===== src/rtl/sprite_layer_mux.sv =====
// Fixed-priority sprite layer selector with a registered pixel output and
// per-frame layer overlap (collision) accumulation published at frame start.
module sprite_layer_mux #(
  parameter int ELEMENT  = 5,
  parameter int ADDR_W   = 10,
  parameter int N_LAYERS = 4,
  localparam int WIN_W   = (N_LAYERS > 1) ? $clog2(N_LAYERS) : 1
) (
  input  logic                         clk,
  input  logic                         reset,
  input  logic                         active,
  input  logic                         frame_start,
  input  logic [N_LAYERS-1:0]          layer_en,
  input  logic [N_LAYERS-1:0]          layer_mask,
  input  logic [N_LAYERS*ELEMENT-1:0]  layer_element,
  input  logic [N_LAYERS*ADDR_W-1:0]   layer_address,
  output logic                         ready,
  output logic [ELEMENT-1:0]           element,
  output logic [ADDR_W-1:0]            address,
  output logic [WIN_W-1:0]             winner,
  output logic [N_LAYERS-1:0]          collision_status,
  output logic                         collision_irq
);

  // Handshake: ready is a pure valid flag for element/address of the current
  // pixel. There is no back-pressure; the consumer takes one pixel per cycle.

  logic [N_LAYERS-1:0] vis;
  logic [N_LAYERS-1:0] overlap_bits;
  logic [N_LAYERS-1:0] published;
  logic                multi_vis;
  logic                any_vis;
  logic [WIN_W-1:0]    win_idx;
  logic [ELEMENT-1:0]  win_element;
  logic [ADDR_W-1:0]   win_address;

  logic                ready_q, ready_d;
  logic [ELEMENT-1:0]  element_q, element_d;
  logic [ADDR_W-1:0]   address_q, address_d;
  logic [WIN_W-1:0]    winner_q, winner_d;
  logic [N_LAYERS-1:0] status_q, status_d;
  logic                irq_q, irq_d;
  logic [N_LAYERS-1:0] acc_q, acc_d;

  assign vis       = layer_en & ~layer_mask & {N_LAYERS{active}};
  assign any_vis   = |vis;
  // Clearing the lowest set bit leaves something only if two or more are set.
  assign multi_vis = |(vis & (vis - {{(N_LAYERS-1){1'b0}}, 1'b1}));
  assign overlap_bits = multi_vis ? vis : '0;
  assign published    = acc_q | overlap_bits;

  always_comb begin
    win_idx     = '0;
    win_element = '0;
    win_address = '0;
    // Scan from the top so the lowest visible index is the last to assign.
    for (int i = N_LAYERS - 1; i >= 0; i--) begin
      if (vis[i]) begin
        win_idx     = i[WIN_W-1:0];
        win_element = layer_element[i*ELEMENT +: ELEMENT];
        win_address = layer_address[i*ADDR_W +: ADDR_W];
      end
    end
  end

  always_comb begin
    ready_d   = any_vis;
    element_d = element_q;
    address_d = address_q;
    winner_d  = winner_q;
    status_d  = status_q;
    irq_d     = 1'b0;
    acc_d     = acc_q | overlap_bits;
    if (any_vis) begin
      element_d = win_element;
      address_d = win_address;
      winner_d  = win_idx;
    end
    if (frame_start) begin
      status_d = published;
      irq_d    = |published;
      acc_d    = '0;
    end
  end

  always_ff @(posedge clk) begin
    if (reset) begin
      ready_q   <= 1'b0;
      element_q <= '0;
      address_q <= '0;
      winner_q  <= '0;
      status_q  <= '0;
      irq_q     <= 1'b0;
      acc_q     <= '0;
    end else begin
      ready_q   <= ready_d;
      element_q <= element_d;
      address_q <= address_d;
      winner_q  <= winner_d;
      status_q  <= status_d;
      irq_q     <= irq_d;
      acc_q     <= acc_d;
    end
  end

  assign ready            = ready_q;
  assign element          = element_q;
  assign address          = address_q;
  assign winner           = winner_q;
  assign collision_status = status_q;
  assign collision_irq    = irq_q;

endmodule


===== config.mk =====
export PLATFORM = sky130hd
export DESIGN_NAME = sprite_layer_mux
export DESIGN_NICKNAME = d
export VERILOG_FILES = /design/src/rtl/sprite_layer_mux.sv
export SDC_FILE = /design/constraint.sdc
export NUM_CORES = 1
export LEC_CHECK = 0
export ABC_AREA = 1
export CORE_MARGIN = 8
export CORE_UTILIZATION = 38
export DETAILED_ROUTE_END_ITERATION = 8
export GPL_ROUTABILITY_DRIVEN = 0
export HOLD_SLACK_MARGIN = 0.1
export PLACE_DENSITY = 0.8
export SLEW_MARGIN = 25
export SYNTH_ARGS = -nofsm -noshare
export SYNTH_HDL_FRONTEND = slang
export SYNTH_SLANG_ARGS = --single-unit

===== constraint.sdc =====
create_clock -name clk -period 1.2 [get_ports clk]
set_input_delay 0.18 -clock clk [delete_from_list [all_inputs] [get_ports clk]]
set_output_delay 0.18 -clock clk [all_outputs]
set_load 0.05 [all_outputs]

; ---- After elaboration in Yosys (flattened, before gate mapping)
; Cells that the tools add are included.
[totals]
out_inout_bits = 23
inputBits = 72
reg_bits = 27
[classes]
add_sub_neg = 1
reduce_logical = 5
n_mux = 13
bitwise = 6
[ops]
columns = op, count
row1 = two-way mux 10 bit, 4
row2 = two-way mux 5 bit, 4
row3 = AND 4 bit, 3
row4 = OR reduction 4 bit, 3
row5 = two-way mux 2 bit, 4
row6 = two-way mux 4 bit, 1
row7 = NOT 4 bit, 1
row8 = bitwise OR 4 bit, 1
row9 = OR reduction 2 bit, 2
row10 = "subtractor 4 x 1 -> 4 bit, second input constant", 1
row11 = NOT 1 bit, 1

; ---- Depth between registers and ports, before layout
; Gate-level depths: netlist of the first run.
[depth]
word_depth = 9
depth_mapped = 10
depth_no_buf = 9

; ---- Worst setup path before layout of the first run
; No wires, ideal clock.
[synth_timing]
path_type = in2reg
start = input port layer_mask[2]
end = register address_q[3], in the netlist address[3]
stages = 8
setup_time_ps = 119
slack_ps = 155
required_time_ps = 1081
t_arrival_ps = 926
n_path_buf = 1
cell_sequence = inv_1 > nand3_2 > clkbuf_1 > nor2_1 > nor2_1 > nor2_1 > o21ai_0 > nand2_1
[synth_between]
elab_chain_cells = 6
word_cells_on_any_way = 7
classes_between = 3 x mux / 3 x bitwise / 1 x reduce/logical
[synth_lines]
columns = element, line_no
row1 = from (decl), 14  ; input logic [N_LAYERS-1:0] layer_mask,
row2 = NOT 4 bit (*), 45  ; assign vis = layer_en & ~layer_mask & {N_LAYERS{active}};
row3 = AND 4 bit (*) (2 in a row), 45
row4 = two-way mux 10 bit (3 in a row), 58  ; if (vis[i]) begin
row5 = to (signal assigned), 98  ; address_q <= address_d;
row6 = to (decl), 39  ; logic [ADDR_W-1:0] address_q, address_d;
; Every way passes the cells marked *; elsewhere a longest branch is shown, timed or not.
; A chain may end at the register's enable or synchronous reset.

; ---- Worst setup path in the final report of the first run
[layout_timing]
start = input port layer_mask[0]
end = register address_q[6], in the netlist address[6]
[layout_between]
elab_chain_cells = 4
word_cells_on_any_way = 5
classes_between = 1 x mux / 3 x bitwise / 1 x reduce/logical
[layout_lines]
columns = element, line_no
row1 = NOT 4 bit (*), 45
row2 = AND 4 bit (*) (2 in a row), 45
row3 = OR reduction 4 bit or two-way mux 10 bit (tied branches), "46, 58"
; Marks and branches as above.

==> impl.org, run 1 <==
** Routing
- In this run the remaining antenna-violating nets after routing total 0.
- Routed Wire Length :: 6.75 mm
- The first detailed-routing pass ran for 4 iterations.
- After detailed routing, the number of vias per cell comes to 4.88.
- In the final routed layout, each cell accounts on average for 14.8 um.
- DRC violation count after routing :: 0
- Total number of vias :: 2,221
- Drt first-iter violations :: 94

** Setup path
- STA classifies the critical path startpoint as an input pin.
- Reg2reg path depth :: 4
- For the worst setup path, the data required time is 1.38 ns.
- The worst register-to-register path begins at acc_q[2]$_SDFF_PP0_.
- Along the worst path, the maximum fanout reaches 5.
- The critical path is of the in -> reg type.
- The slowest stage of the critical path is the sky130_fd_sc_hd__dlygate4sd2_1 cell.
- Cell-by-cell listing of the critical path :: dlygate4sd2_1, inv_2, nand3_4, buf_6, buf_4, buf_4, nor2_2, nor3_2, o21ai_1, nand2_1
- Cell type with the highest occurrence count on the critical path :: sky130_fd_sc_hd__buf_4
- STA classifies the critical path endpoint as a flop.
- Worst Path Arrival :: 1.35 ns
- The worst register-to-register path ends at collision_irq$_SDFF_PP0_.
- The setup check on the worst reg-to-reg path leaves a slack of 0.39 ns.
- On the worst path, the slowest cell contributes a delay of 0.24 ns.

** STA
- For the finished layout, the period the worst path requires is 1.18 ns.
- The final hold violation count is 0.
- Setup repair after global routing could not meet its margin everywhere.
- Across the routed clock network, the largest skew measured is 0.00414 ns.
- Slew @ Worst Pin :: 0.257 ns
- Final setup violation count :: 0
- After layout, the worst path uses 98.2% of the clock period.
- Final hold analysis gives a worst-case slack of 0.369 ns.
- Timing would allow up to 849 MHz.
- Measured against its own limit, the worst slew margin works out to 82.8%.
- The total count of max-transition violations in the final report is 0.

** Global route
- The total overflow left after global routing is 0.
- Global-route wire length before repair :: 10.6 mm
- Pin count of the biggest net entering global routing :: 24
- Aggregate global-route resource usage :: 20.2%
- The initial antenna violation count is 1.
- The number of global-route vias before repair came to 2,298.

** Worst hold path
- The worst hold path terminates at winner[1]$_SDFFE_PP0P_.
- Type of the tightest min-delay check :: in -> reg
- The worst hold path passes through 3 cells.
- Critical hold path startpoint :: reset

** Synth
- Synth Area in Adders :: 0%
- Number of distinct library cell variants in the gate-level netlist after synthesis :: 24
- Mean instance size in the synthesized netlist :: 6.05 um2
- Counting flops and latches in the post-synthesis netlist gives 27.
- Synthesized-area fraction occupied by ao, oa, aoi and oai cells :: 11.4%
- Multiplexer cells account for 0% of the synthesized area.
- Number of warnings printed during yosys synthesis :: 0
- Synthesized-area fraction occupied by xor and xnor cells :: 0%
- Synthesis produced a netlist with a net count of 345.
- Cell count after synthesis :: 273
- The synthesized netlist devotes 45.7% of its cell area to simple gates.
- In this run the cell area of the synthesized design comes to 0.00165 mm2.
- Main combinational cell family by area after synthesis :: simple AND/OR/NAND/NOR gates
- Sequential cell area fraction in the yosys report :: 32.7%

** Clock tree
- Cell chosen for the clock root :: sky130_fd_sc_hd__clkbuf_8
- Clk pin slew, worst setup/hold paths :: 0.09 ns
- CTS built an H-tree with a depth of 1.
- The clock passes through at most 2 buffers.
- CTS tree :: built
- Number of clock buffers inserted by TritonCTS :: 3
- Clk_lat worst skew :: 0.28 ns
- CTS saw 27 sinks.

** Placed design
- Half-perimeter wire length after placement :: 5.01 mm
- Port buffering added 94 buffers.

** Outcome
- Status :: complete, no violations

** Finish
- From synthesis to final layout, the design area changed by 103%.
- Area used by multi-input combinational logic :: 0.00104 mm2
- For this run, the share of the core covered by cells in the final layout is 78.6%.
- Final layout net count :: 475
- Layout filler cell count :: 291
- The library cell used most frequently in the layout, excluding fill and tap cells, is sky130_fd_sc_hd__nand2_1.
- Registers take 541 um2.
- The post-route netlist has 25.6% of its cells at a drive strength greater than 1.
- Most frequent cells in the layout :: sky130_fd_sc_hd__nand2_1 (94), sky130_fd_sc_hd__clkdlybuf4s50_1 (61), sky130_fd_sc_hd__nor2_1 (47)

** Die
- For this configuration, the core starts out at a cell density of 38.8%.
- Number of top-level pins :: 95
- The floorplan step set the die height to 82.0 um.
- Die area :: 0.00672 mm2
- Die X :: 82.0 um
- Core Area :: 0.00426 mm2
- Site Rows :: 24

** Power and ir drop
- The completed layout was analyzed and its total power is 2520 uW.
- Leakage component of the power :: 0.00157 uW
- The worst-case IR drop observed on VDD is 0.876 mV.
- Power spread over the standard cell area amounts to 753 mW/mm2.

** Run
- Max-cap violations in this run came to 0.
flip-flops by register name, summed over array words and instances, names as in the netlist:
register / count
acc_q: 4
address: 10
collision_irq: 1
collision_status: 4
element: 5
ready: 1
winner: 2
synth_stat cells (all sizes together):
library cell	n	area (um2)
nand3b	5	37.5
o21bai	1	7.51
nor2	52	205
nand2	97	374
clkbuf	5	18.8
nand3	7	57.6
buf	7	48.8
nor3	8	75.1
o21ai	23	115
or2	1	6.26
a21oi	13	65.1
inv	27	101
dfxtp	27	541
metrics by stage:
step / area (um2) / instances / setup slack (ns) / TNS (ns)
2_1_floorplan: 1650 / 273 / 0.155 / 0
3_3_place_gp: 3040 / 435 / -0.609 / -13.76
3_5_place_dp: 3040 / 435 / -0.726 / -15.58
4_1_cts: 3300 / 449 / -0.00770 / -0.0132
5_1_grt: 3350 / 455 / -0.0217 / -0.0901
6_report: 3350 / 455 / 0.0222 / 0
cell type report:
| class | count | area share [%] |
|---|---|---|
| multi-input combinational | 207 | 30.9 |
| timing repair buffer | 136 | 46.1 |
| inverter | 27 | 3.17 |
| clock inverter | 1 | 0.149 |
| tap | 52 | 1.94 |
| timing repair inverter | 1 | 0.224 |
| sequential | 27 | 16.1 |
| clock buffer | 3 | 1.23 |
| antenna | 1 | 0.0747 |
report_power, final:
group	internal [uW]	total, uW	leakage [uW]	switching (uW)
registers	939	985	0.000220	45.3
logic	556	1020	0.00133	465
clock network	233	517	0.0000255	284
total	1730	2520	0.00157	795
cell families after synthesis:
kind of cell / count (synthesis)
AO/OA/AOI/OAI: 37
buffers and inverters: 39
flip-flops: 27
AND/OR/NAND/NOR: 170
worst max-delay path, delay by kind of cell:
kind                   cells  cell delay (ns)
and+or+nand+nor            4             0.36
buffers and inverters      5             0.73
AOI/OAI and AO/OA          1             0.08
per-layer routing:
layer / up-vias / GRT usage (%) / part of all wire, %
li1: 1104 / - / -
met1: 995 / 20.3 / 38
met2: 104 / 38.2 / 49
met3: 18 / 7.55 / 11
met4: 0 / 5.09 / 2.0
met5: - / 0 / 0
how the worst max path moves through the flow:
stage,startpoint,endpoint,slack [ns],cells past startpoint
after global placement,active,address[5]$_SDFFE_PP0P_,-0.61,6
after global routing,layer_mask[0],address[6]$_SDFFE_PP0P_,-0.02,10
after CTS,active,address[9]$_SDFFE_PP0P_,-0.008,8
after floorplan,layer_mask[2],address[3]$_SDFFE_PP0P_,0.16,8
final,layer_mask[0],address[6]$_SDFFE_PP0P_,0.02,10
after detailed placement,active,address[9]$_SDFFE_PP0P_,-0.73,6
what timing repair did:
item / in CTS / in global routing
hold buffers: 0 / 0
setup buffers: 8 / 5
gates cloned: 2 / 0
pin swaps: 16 / 10
gates resized for setup: 43 / 7
endpoints found under the setup margin: 27 / 23
Note: power is estimated with default switching activity, not from simulation.
==> run 2, diff against run 1 <==
ABC_CLOCK_PERIOD_IN_PS = 1200   (was not set)
==> results of run 2 <==
The final DEF is identical to that of run 1; final timing and power are the same.
==> run 3, diff against run 2 <==
ABC_CLOCK_PERIOD_IN_PS = 1500   (was 1200)
CORE_UTILIZATION = 41   (was 38)
PLACE_DENSITY = 0.86   (was 0.8)
clock period = 1.5 ns   (was 1.2 ns; I/O delays follow)
==> run 3 against run 2 <==
Effect of this change: critical path depth decreased by 1; critical path type unchanged; sequential power shrank 22%; power is 26% lower; cell count is 4.6% lower; non-clock buffer count shrank 17.
==> impl.org, run 3 (same netlist as run 1, synthesis figures left out) <==
** Finish
- From synthesis to final layout, the design area changed by 69.6%.
- The library cells used most frequently in the layout, excluding fill and tap cells, are sky130_fd_sc_hd__nand2_1 (95), sky130_fd_sc_hd__clkdlybuf4s50_1 (70), sky130_fd_sc_hd__nor2_1 (50).
- The register with the most flip-flops in the layout has 10 of them.
- Cells fill 71.1% of the core in the end.
- The library cell used most frequently in the layout, excluding fill and tap cells, is sky130_fd_sc_hd__nand2_1.
- Proportion of layout cells with a drive suffix above 1 :: 18.0%
- 0 antenna diodes ended up in the layout.
- The final layout contains 457 nets.
- The layout has 320 filler cells.
- Across the whole layout, storage elements account for 541 um2.
- In the final layout, the multi-input gates occupy 943 um2.

** STA
- The total count of max-transition violations in the final report was 0.
- For the pin with the worst max-slew slack, the measured transition is 0.299 ns.
- The final hold violation count came to 0.
- Maximum clock frequency :: 731 MHz
- Summed over all failing endpoints, the final setup total negative slack is 0 ns.
- Clock Skews :: 0.000723 ns
- After layout, the worst path uses 91.2% of the clock period.
- Final critical path time including I/O delays and setup :: 1.37 ns
- Setup repair after global routing missed its margin :: false
- In this run the tightest slew margin relative to its limit is 80.0%.
- Setup violations remaining at the end of the flow were counted as 0.

** Die
- The floorplan step set the die width to 79.5 um.
- The core region is 0.00394 mm2.
- Once the floorplan was initialized, standard cells occupied 41.9% of the core.
- During I/O placement, the number of pins put on the boundary was 95.
- Site Rows :: 23
- The floorplan step defined a die boundary enclosing 0.00632 mm2.
- The die is 79.5 um tall.

** Power and ir drop
- The design draws 1860 uW.
- Net load switching power :: 597 uW
- Highest ir drop seen on vdd :: 0.423 mV
- Per report_power, the combinational group accounts for 34.5% of the total.
- Internal power comes to 1260 uW.
- Of the total power, the clock network draws 24.0%.
- In this run the static leakage power is 0.00139 uW.
- Switching fraction of total power :: 32.2%
- Pwr per Cell Area :: 662 mW/mm2
- Share of power burned in registers :: 41.5%

** Setup path
- In this design, the stage delay of the slowest critical-path cell is 0.50 ns.
- The worst register-to-register path begins at acc_q[3]$_SDFF_PP0_.
- Category of the most critical setup path :: in -> reg
- Top delay family on crit path :: buffers and inverters
- Worst Path Arrival :: 1.55 ns
- Master of the slowest instance on the critical path :: sky130_fd_sc_hd__clkdlybuf4s50_1
- Register-to-Register Setup Slack :: 0.72 ns
- Cell-by-cell listing of the critical path :: clkdlybuf4s50_1, inv_1, nand3_1, nand2_2, nor2_4, buf_4, nor3_2, o21ai_1, nand2_1
- CP Capture Type :: flop
- Instance count on the critical path :: 9
- The critical path contains buffers and inverters numbering 3 combined.
- In this run the worst setup path terminates at element[1]$_SDFFE_PP0P_.
- Reg2reg path depth :: 4
- The critical path starts at layer_mask[3].
- Endpoint of the lowest-slack register-to-register path :: collision_irq$_SDFF_PP0_
- In this run the worst path has a maximum fanout of 6.
- Critical path launch point type :: input pin
- For the worst setup path, the data required time is 1.68 ns.

** Routing
- Router iterations before antenna repair :: 4
- Avg WL per Cell :: 13.3 um
- DRC violation count after routing :: 0
- Routed Wire Length :: 5.79 mm
- Total number of vias :: 2,047
- After detailed routing, the number of vias per cell comes to 4.72.
- After the first detailed-routing iteration, the DRC count stood at 101.
- Detail Route Antenna Nets :: 0

** Clock tree
- Clock sink total :: 27
- The number of setup buffers added after CTS is 0.
- CTS tree :: built
- Number of levels the H-tree was split into :: 1
- The later pin in the worst-skew pair is clocked with a latency of 0.28 ns.
- Number of hold buffers added after CTS :: 0
- Buffers inserted during clock tree synthesis total 3.
- Clk pin slew, worst setup/hold paths :: 0.10 ns
- The root buffer cell chosen for the clock tree is sky130_fd_sc_hd__clkbuf_8.
- The clock passes through at most 2 buffers.

** Outcome
- Status :: complete, no violations

** Global route
- Via count of the first global-routing pass :: 2,073
- Pin count of the biggest net entering global routing :: 22
- The total overflow left after global routing is 0.
- Global-route wire length before repair :: 9.52 mm
- Aggregate global-route resource usage :: 18.4%
- The initial antenna violation count was 0.

** Worst hold path
- Type of the tightest min-delay check :: reg -> reg

** Placed design
- Half-perimeter wire length after placement :: 4.77 mm
- Total of buffers placed on input and output ports :: 94

** Run
- Number of maximum-capacitance violations :: 0
[run 3: per-stage QoR]
stage	cells	setup slack (ns)	hold WS [ns]	instance area (um2)
final	434	0.132	0.460	2800
after global routing	434	0.00153	0.475	2800
after CTS	434	0.0696	0.461	2800
after detailed placement	430	-0.342	0.445	2760
after global placement	430	-0.266	0.439	2760
after floorplan	273	0.410	0.322	1650
[run 3: cell type report]
type                            instances  area share, %
Clock inverter                          1          0.268
Multi-Input combinational cell        207           33.6
Sequential cell                        27           19.3
Clock buffer                            3           1.47
Inverter                               27           3.61
Tap cell                               50           2.23
Timing Repair Buffer                  119           39.5
[run 3: layer usage]
| metal | track usage (%) | vias to the layer above | wire (um) |
|---|---|---|---|
| met2 | 33.5 | 74 | 2950 |
| met1 | 21.5 | 903 | 2420 |
| met5 | 0 | - | 0 |
| li1 | - | 1064 | - |
| met4 | 3.70 | 0 | 50 |
| met3 | 3.83 | 6 | 376 |
[run 3: worst min path at each step]
stage	depth (start not counted)	to	startpoint
floorplan	1	ready$_SDFF_PP0_	reset
global placement	2	address[9]$_SDFFE_PP0P_	address[9]$_SDFFE_PP0P_
finish	2	element[1]$_SDFFE_PP0P_	element[1]$_SDFFE_PP0P_
global route	2	element[1]$_SDFFE_PP0P_	element[1]$_SDFFE_PP0P_
CTS	2	element[1]$_SDFFE_PP0P_	element[1]$_SDFFE_PP0P_
detailed placement	2	element[1]$_SDFFE_PP0P_	element[1]$_SDFFE_PP0P_
[run 3: worst reg2reg max path: cells and delay by family, from the launching register on]
family / cells / cell delay, ns
flip-flops: 1 / 0.32
AO/OA/AOI/OAI: 1 / 0.17
AND/OR/NAND/NOR: 2 / 0.14
buffers and inverters: 1 / 0.06
[run 3: repair_timing]
| item | 4_1_cts | 5_1_grt |
|---|---|---|
| endpoints found under the setup margin | 9 | 3 |
| resized for setup | 1 | 1 |
| pin swaps | 0 | 1 |
[run 3: power by group through the flow]
| stage | registers (uW) | logic [uW] | clock network (uW) |
|---|---|---|---|
| 2_1_floorplan | 899 | 188 | 0 |
| 3_3_place_gp | 785 | 631 | 0 |
| 3_5_place_dp | 786 | 641 | 0 |
| 4_1_cts | 770 | 643 | 447 |
| 5_1_grt | 774 | 693 | 487 |
| 6_report | 770 | 640 | 445 |
